<file path="config.mk">
export PLATFORM = sky130hd
export DESIGN_NAME = div_unit
export DESIGN_NICKNAME = d
export VERILOG_FILES = /design/src/rtl/div_unit_pkg.sv /design/src/rtl/divu_core.sv /design/src/rtl/div_unit.sv
export SDC_FILE = /design/constraint.sdc
export NUM_CORES = 1
export LEC_CHECK = 0
export CAP_MARGIN = 20
export CORE_ASPECT_RATIO = 1.25
export CORE_MARGIN = 2
export CORE_UTILIZATION = 45
export DETAILED_ROUTE_END_ITERATION = 6
export GPL_ROUTABILITY_DRIVEN = 0
export PLACE_DENSITY = 0.76
export SYNTH_ARGS = -nofsm -noshare
export SYNTH_HDL_FRONTEND = slang
export SYNTH_SLANG_ARGS = --single-unit
</file>
<file path="constraint.sdc">
create_clock -name clk -period 4.9 [get_ports clk]
set_input_delay 0.98 -clock clk [delete_from_list [all_inputs] [get_ports clk]]
set_output_delay 0.98 -clock clk [all_outputs]
set_load 0.01 [all_outputs]
</file>
<file path="src/rtl/div_unit_pkg.sv">
// Shared definitions for the iterative divider: op codes, FSM states and
// the per-operation context latched at accept time.
package div_unit_pkg;

  localparam logic [3:0] OP_DIV  = 4'b1100;
  localparam logic [3:0] OP_DIVU = 4'b1101;
  localparam logic [3:0] OP_REM  = 4'b1110;
  localparam logic [3:0] OP_REMU = 4'b1111;

  typedef enum logic [1:0] {
    ST_IDLE = 2'd0,
    ST_CALC = 2'd1,
    ST_FIX  = 2'd2,
    ST_DONE = 2'd3
  } div_state_e;

  // What the FIX step needs to turn the unsigned core output into a result.
  typedef struct packed {
    logic rem_sel;  // 1: remainder, 0: quotient
    logic neg_q;    // quotient must be negated
    logic neg_r;    // remainder must be negated
  } div_ctx_t;

  // Two's-complement negate when neg is set.
  function automatic logic [31:0] cond_neg(input logic [31:0] v, input logic neg);
    return neg ? (~v + 32'd1) : v;
  endfunction

endpackage

</file>
<file path="src/rtl/divu_core.sv">
// Unsigned restoring divider datapath: one quotient bit per step, MSB first.
// The quotient register doubles as the dividend shift register.
module divu_core #(
  parameter int W = 32
) (
  input  logic         clk,
  input  logic         rst,
  input  logic         load,
  input  logic         step,
  input  logic [W-1:0] dividend,
  input  logic [W-1:0] divisor,
  output logic [W-1:0] quot,
  output logic [W-1:0] rem,
  output logic         last
);

  localparam int CW = $clog2(W);

  logic [W-1:0]  quot_q, rem_q, dvs_q;
  logic [CW-1:0] cnt_q;
  logic [W:0]    part, diff;

  // Shift the next dividend bit into the partial remainder and trial-subtract.
  assign part = {rem_q, quot_q[W-1]};
  assign diff = part - {1'b0, dvs_q};

  // Load operands on accept, then one restoring step per enabled cycle.
  always_ff @(posedge clk) begin
    if (rst) begin
      quot_q <= '0;
      rem_q  <= '0;
      dvs_q  <= '0;
      cnt_q  <= '0;
    end else if (load) begin
      quot_q <= dividend;
      rem_q  <= '0;
      dvs_q  <= divisor;
      cnt_q  <= CW'(W - 1);
    end else if (step) begin
      rem_q  <= diff[W] ? part[W-1:0] : diff[W-1:0];
      quot_q <= {quot_q[W-2:0], ~diff[W]};
      cnt_q  <= cnt_q - 1'b1;
    end
  end

  assign quot = quot_q;
  assign rem  = rem_q;
  assign last = (cnt_q == '0);

endmodule

</file>
<file path="src/rtl/div_unit.sv">
// EX-stage multi-cycle divider for DIV/DIVU/REM/REMU. Owns the control FSM,
// sign handling, special cases and result register; the unsigned
// shift/subtract work is done in divu_core.
module div_unit
  import div_unit_pkg::*;
#(
  parameter int XLEN = 32
) (
  input  logic            clk,
  input  logic            rst,
  input  logic            start,
  input  logic [3:0]      alu_op,
  input  logic [XLEN-1:0] opr_1,
  input  logic [XLEN-1:0] opr_2,
  output logic            busy,
  output logic            done,
  output logic [XLEN-1:0] result
);

  div_state_e state_q, state_d;
  div_ctx_t   ctx_q, ctx_d;
  logic [XLEN-1:0] result_q, result_d;
  logic            result_ld;

  logic            accept, is_signed, s1, s2, div0, ovf, special;
  logic [XLEN-1:0] mag1, mag2, spec_res, fix_res;
  logic            core_load, core_step, core_last;
  logic [XLEN-1:0] core_quot, core_rem;

  // Decode the request and prepare magnitudes / special-case results.
  assign accept    = start && (state_q == ST_IDLE) && (alu_op[3:2] == OP_DIV[3:2]);
  assign is_signed = ~alu_op[0];
  assign s1        = is_signed & opr_1[XLEN-1];
  assign s2        = is_signed & opr_2[XLEN-1];
  assign mag1      = cond_neg(opr_1, s1);
  assign mag2      = cond_neg(opr_2, s2);
  assign div0      = (opr_2 == '0);
  assign ovf       = is_signed && (opr_1 == 32'h8000_0000) && (opr_2 == 32'hFFFF_FFFF);
  assign special   = div0 | ovf;
  assign spec_res  = div0 ? (alu_op[1] ? opr_1 : 32'hFFFF_FFFF)
                          : (alu_op[1] ? 32'h0 : 32'h8000_0000);
  assign fix_res   = ctx_q.rem_sel ? cond_neg(core_rem, ctx_q.neg_r)
                                   : cond_neg(core_quot, ctx_q.neg_q);

  assign ctx_d.rem_sel = alu_op[1];
  assign ctx_d.neg_q   = s1 ^ s2;
  assign ctx_d.neg_r   = s1;

  divu_core #(.W(XLEN)) u_core (
    .clk      (clk),
    .rst      (rst),
    .load     (core_load),
    .step     (core_step),
    .dividend (mag1),
    .divisor  (mag2),
    .quot     (core_quot),
    .rem      (core_rem),
    .last     (core_last)
  );

  // Next-state, core control and result-load decisions.
  always_comb begin
    state_d   = state_q;
    core_load = 1'b0;
    core_step = 1'b0;
    result_ld = 1'b0;
    result_d  = result_q;
    case (state_q)
      ST_IDLE: begin
        if (accept) begin
          if (special) begin
            state_d   = ST_DONE;
            result_ld = 1'b1;
            result_d  = spec_res;
          end else begin
            state_d   = ST_CALC;
            core_load = 1'b1;
          end
        end
      end
      ST_CALC: begin
        core_step = 1'b1;
        if (core_last) state_d = ST_FIX;
      end
      ST_FIX: begin
        state_d   = ST_DONE;
        result_ld = 1'b1;
        result_d  = fix_res;
      end
      ST_DONE: state_d = ST_IDLE;
      default: state_d = ST_IDLE;
    endcase
  end

  // State, latched op context and result registers.
  always_ff @(posedge clk) begin
    if (rst) begin
      state_q  <= ST_IDLE;
      ctx_q    <= '0;
      result_q <= '0;
    end else begin
      state_q <= state_d;
      if (accept)    ctx_q    <= ctx_d;
      if (result_ld) result_q <= result_d;
    end
  end

  assign busy   = (state_q != ST_IDLE);
  assign done   = (state_q == ST_DONE);
  assign result = result_q;

endmodule
</file>
Word level (Yosys, flattened, before mapping):

Index checks and enable logic that the tools add are counted.

* add/sub/neg operators: 6
* equal/unequal tests: 9
* bitwise gates (word level): 10
* reduce and logical (&&, ||, !) cells: 13
* muxes and demuxes: 27

Operators with widths (count)
* 2-to-1 mux 32 bit: 13
* adder 32 x 1 -> 32 bit (second input constant): 4
* inverter 32 bit: 4
* equality test 32 bit (second input constant): 2
* one-hot mux 32 bit (2 select lines): 1
* subtractor 33 x 32 -> 33 bit: 1
* logical NOT 32 bit: 1
* 2-to-1 mux 5 bit: 2
* one-hot mux 2 bit (4 select lines): 1
* equality test 2 bit (second input constant): 3
* 2-to-1 mux 1 bit: 6
* 2-to-1 mux 2 bit: 3
* inequality test 2 bit (second input constant): 3
* nonzero test 2 bit: 3
* logical NOT 5 bit: 1
* subtractor 5 x 1 -> 5 bit (second input constant): 1
* logical AND 1 bit: 4
* AND reduction 4 bit: 1
* AND 1 bit: 2
* equality test 2 x 1 -> 1 bit (second input constant): 1
* logical NOT 2 bit: 1
* inverter 1 bit: 2
* one-hot mux 1 bit (2 select lines): 1
* AND reduction 2 bit: 1
* other kinds (3): 3

* input bits: 71
* flip-flop bits (word level): 138
* logic and storage cells: 74
* output and inout bits: 34

Logic depth before layout (Yosys ltp):

* depth after elaboration: 8
* mapped depth: 14
* gate-level depth less buffers: 13

Hierarchy:

Synthesis repeated with hierarchy kept, for this count alone.

* cell total of the unflattened synthesis: 1438
* area, all modules: 10976.8 um2

Modules (own cells, without submodules)
* divu_core: cells each 743, seq. area each 2021.9 um2, instances 1, area each 5977.0 um2
* div_unit: cells each 695, seq. area each 740.7 um2, instances 1, area each 4999.8 um2

Least setup slack after synthesis:

Ideal clock, no wire load.

* path kind: input to register
* start: input port opr_2[19]
* end: register u_core.quot_q[28], in the netlist u_core.quot[28]
* stages: 12
* required time: 4.814 ns
* buffers on the path: 4
* arrival: 3.244 ns
* slack: 1.570 ns
* setup time: 0.086 ns
* cells stage by stage: or3_1 > nor4_2 > nand3_1 > or4_1 > buf_2 > inv_2 > or3_1 > buf_2 > buf_4 > buf_4 > nor2_1 > a211oi_1

* cells in the longest elaborated chain, start to end: 7
* elaborated cells between the ends (all ways): 9
* those cells by class: eq/ne: 1; mux: 4; bitwise: 1; reduce/logical: 3

RTL lines
* start, declared: line div_unit.sv:14 `input logic [XLEN-1:0] opr_2,`
* equality test 32 bit: line div_unit.sv:38 `assign ovf = is_signed && (opr_1 == 32'h8000_0000) && (opr_2 == 32'hFFFF_FFFF);`
* logical AND 1 bit: line div_unit.sv:38
* OR 1 bit *: line div_unit.sv:39 `assign special = div0 | ovf;`
* 2-to-1 mux 1 bit *: line div_unit.sv:71 `if (special) begin`
* 2-to-1 mux 1 bit *: line div_unit.sv:70 `if (accept) begin`
* 2-to-1 mux 1 bit *: line div_unit.sv:68 `case (state_q)`
* 2-to-1 mux 32 bit / nonzero test 2 bit (equally long branches)
* end signal, assigned: line divu_core.sv:35 `quot_q <= dividend;`
* end signal, assigned: line divu_core.sv:41 `quot_q <= {quot_q[W-2:0], ~diff[W]};`
* end, declared: line divu_core.sv:19 `logic [W-1:0] quot_q, rem_q, dvs_q;`

Mark *: on every way between the ends. The rest lies on a longest branch, timed or not.
A chain may end at the register's enable or synchronous reset.

Worst setup path after layout:

* start: input port opr_1[13]
* end: register u_core.rem_q[14], in the netlist u_core.rem[14]

* cells in the longest elaborated chain, start to end: 8

RTL lines
* start, declared: line div_unit.sv:13 `input logic [XLEN-1:0] opr_1,`
* equality test 32 bit: line div_unit.sv:38
* logical AND 1 bit (2 in series): line div_unit.sv:38
* OR 1 bit: line div_unit.sv:39
* 2-to-1 mux 1 bit: line div_unit.sv:71
* 2-to-1 mux 1 bit: line div_unit.sv:70
* 2-to-1 mux 1 bit: line div_unit.sv:68
* OR reduction 2 bit (no line)
* end signal, assigned: line divu_core.sv:40 `rem_q <= diff[W] ? part[W-1:0] : diff[W-1:0];`
* end, declared: line divu_core.sv:19

No other way between the ends.

==> metrics.csv <==
metric,value,unit
drv_cap,0,
fmax,235,MHz
cts_sinks,138,
drt_iter0_drc,1031,
coreArea,23100,um2
antenna_found_initial,0,
netlist_area,10700,um2
rows,62,
skew,6.59,ps
fin_crit,4250,ps
slowest_stage,or4_1,
ys_seq_area_frac,0.259,
first_pass_iters,5,
syn_to_final_growth,17.1,%
slew-limit-headroom,0.335,
r2r_setup_slack,1320,ps
grt-ovfl-total,0,
synthArstFlopShare,0,
dpl.cell_count,1704,
hold_class,flop to flop,
arrival,4580,ps
final_common_cell,nor2_1,
hold_viol_final,0,
cts_tree,done,
cp-end-kind,flop,
multiInputGateArea,7300,um2
synthMuxAreaShare,0.0555,
mostFrequentLayoutCells,"164 x nor2_1, 138 x dfxtp_1, 109 x a21oi_1",
diodes,0,
synth_fa_ha_area_frac,0.0524,
ys_warn_count,0,
outcome,"finished, final reports clean",
maxSlewViolCount,0,
regArea,2760,um2
synth_compound_area_frac,0.263,
chipWidth,142,um
cp.depth,8,
hold_buffers,0,
grt_pass1_vias,9884,
worstSetupStartpoint,opr_1[13],
start_util,0.461,
cts_resized,0,
setup_tns,0,ps
synth_top_family_by_area,compound AO/OA/AOI/OAI gates,
synthSimpleGateAreaFrac,0.189,
syn-mean-instance-area,7.72,um2
ys_types,76,
drc,0,
dp_hpwl,21700,um
grt_use_total,0.238,
cts_made_buffers,17,
rr_startpoint,u_core.quot[31],
path_class,input pin to flop,
fin_crit_sh,0.867,
crit_path_max_fanout,25,
timing_worst_slew_pin_value,997,ps
slowest_delay,630,ps
required,5230,ps
die_area,24900,um2
cp_num_buf_inv,1,
p_leak,4.46,nW
ys.flop_type,dfxtp_1,
wirelength,29600,um
fill_cells,2123,
cts_setup_buffers,0,
ant_nets,0,
drive_gt1_frac,0.0531,
synthXorXnorAreaFrac,0.122,
setup_viol,0,
viasPerCell,6.06,
grt_pass1_wl,48500,um
syn_nets,1496,
cpLargestDelayFamily,simple AND/OR/NAND/NOR gates,
grt_setup_unrepaired,no,
io_buffers,104,
endpoint,u_core.rem[14],
grt_max_degree,74,
fp.dieH,176,um
wl_per_cell,17.1,um
start_kind,input pin,
ys_ff_latch,138,
final_util,0.540,
path_clk_slew,60,ps
cts_buffer_depth,2,
vias,10500,
timing.rr.end,u_core.rem[30],
cts_root_buffer,clkbuf_16,
htree_levels,4,
io_pins,105,
stdcell_count,1737,
rr_worst_depth,14,
max-vdd-ir-drop,0.647,mV
num-nets-final,1551,
crit_chain,clkdlybuf4s50_1 > or4_1 > nor4_1 > nand4_1 > nor2_1 > or3_4 > nand2b_1 > a211oi_1,
synth_edf_count,0,
clock_latency,440,ps
synth_cells,1381,
power_density,635,nW/um2
==> registers in the layout, indices dropped and copies added, names as in the netlist <==
register	count
ctx_q	3
result	32
state_q	2
u_core.cnt_q	5
u_core.dvs_q	32
u_core.quot	32
u_core.rem	32
==> cells in the mapped netlist (11+ instances only) <==
cell      count  area [um2]
nor3_1       31         155
xor2_1       64         561
nand2b_1     14        87.6
o22ai_1      11        68.8
a211oi_1    101         758
or4_1        18         135
inv_1        65         244
o31ai_1      33         248
nand3_1      17        85.1
mux2i_1      58         581
clkbuf_1     63         236
nor4_1       13        81.3
a21oi_1     109         546
a21o_1       13        97.6
buf_2        19        95.1
dfxtp_1     138        2760
o21ai_0      65         325
o41ai_1      14         123
nand4_1      15        93.8
nand2_1      87         327
nor2b_1      23         144
xnor2_1      85         744
ha_1         43         538
nor2_1      164         616
==> area by class of cell <==
| cell class | instances | share of cell area |
|---|---|---|
| inverters | 66 | 0.0198 |
| well taps | 288 | 0.0289 |
| flip-flops and latches | 138 | 0.221 |
| multi-input cells | 1088 | 0.585 |
| clock buffers | 17 | 0.0341 |
| repair buffers | 125 | 0.0974 |
| clock inverters | 15 | 0.0138 |
==> through the flow <==
stage / instance area [um2] / hold slack (ps) / setup slack [ps] / power (mW)
after floorplan: 10700 / 432 / 1570 / 5.51
after global placement: 11900 / 444 / 328 / 6.42
after detailed placement: 11900 / 459 / 223 / 6.52
after CTS: 12500 / 465 / 662 / 7.87
after global routing: 12500 / 483 / 483 / 8.57
final: 12500 / 461 / 653 / 7.92
==> worst min-delay path by stage <==
| stage | start | endpoint | cells past startpoint |
|---|---|---|---|
| floorplan | u_core.dvs_q[22] | u_core.dvs_q[22] | 2 |
| global placement | u_core.dvs_q[22] | u_core.dvs_q[22] | 2 |
| detailed placement | u_core.dvs_q[31] | u_core.dvs_q[31] | 2 |
| CTS | u_core.dvs_q[31] | u_core.dvs_q[31] | 2 |
| global route | u_core.dvs_q[22] | u_core.dvs_q[22] | 2 |
| finish | u_core.dvs_q[31] | u_core.dvs_q[31] | 2 |
==> routing by layer <==
metal  vias to the layer above  track usage  wire, um
li1                       5129            -         -
met1                      4965        0.305     12900
met3                        66       0.0353      1560
met5                         -            0         0
met4                         0       0.0971       964
met2                       365        0.400     14200
==> worst register-to-register path, delay by kind of cell (launching register included) <==
family / cells / cell delay (ps)
AND/OR/NAND/NOR: 2 / 310
AO/OA/AOI/OAI: 5 / 1090
multiplexers: 1 / 280
flip-flops: 1 / 360
buffers and inverters: 3 / 690
adder cells (fa/ha/maj): 2 / 630
XOR/XNOR: 1 / 140
==> power breakdown <==
| part | internal, mW | switching [mW] |
|---|---|---|
| clock | 0.799 | 0.520 |
| combinational | 2.13 | 2.80 |
| sequential | 1.33 | 0.346 |
==> logic make-up (layout without fill, tap and decap cells) <==
group	after synthesis	after routing
compound gates	419	419
simple gates	417	417
fa+ha+maj	44	44
xor+xnor	149	149
mux	59	59
buf+inv	155	223
flops	138	138
(Power assumes the default switching activity.)
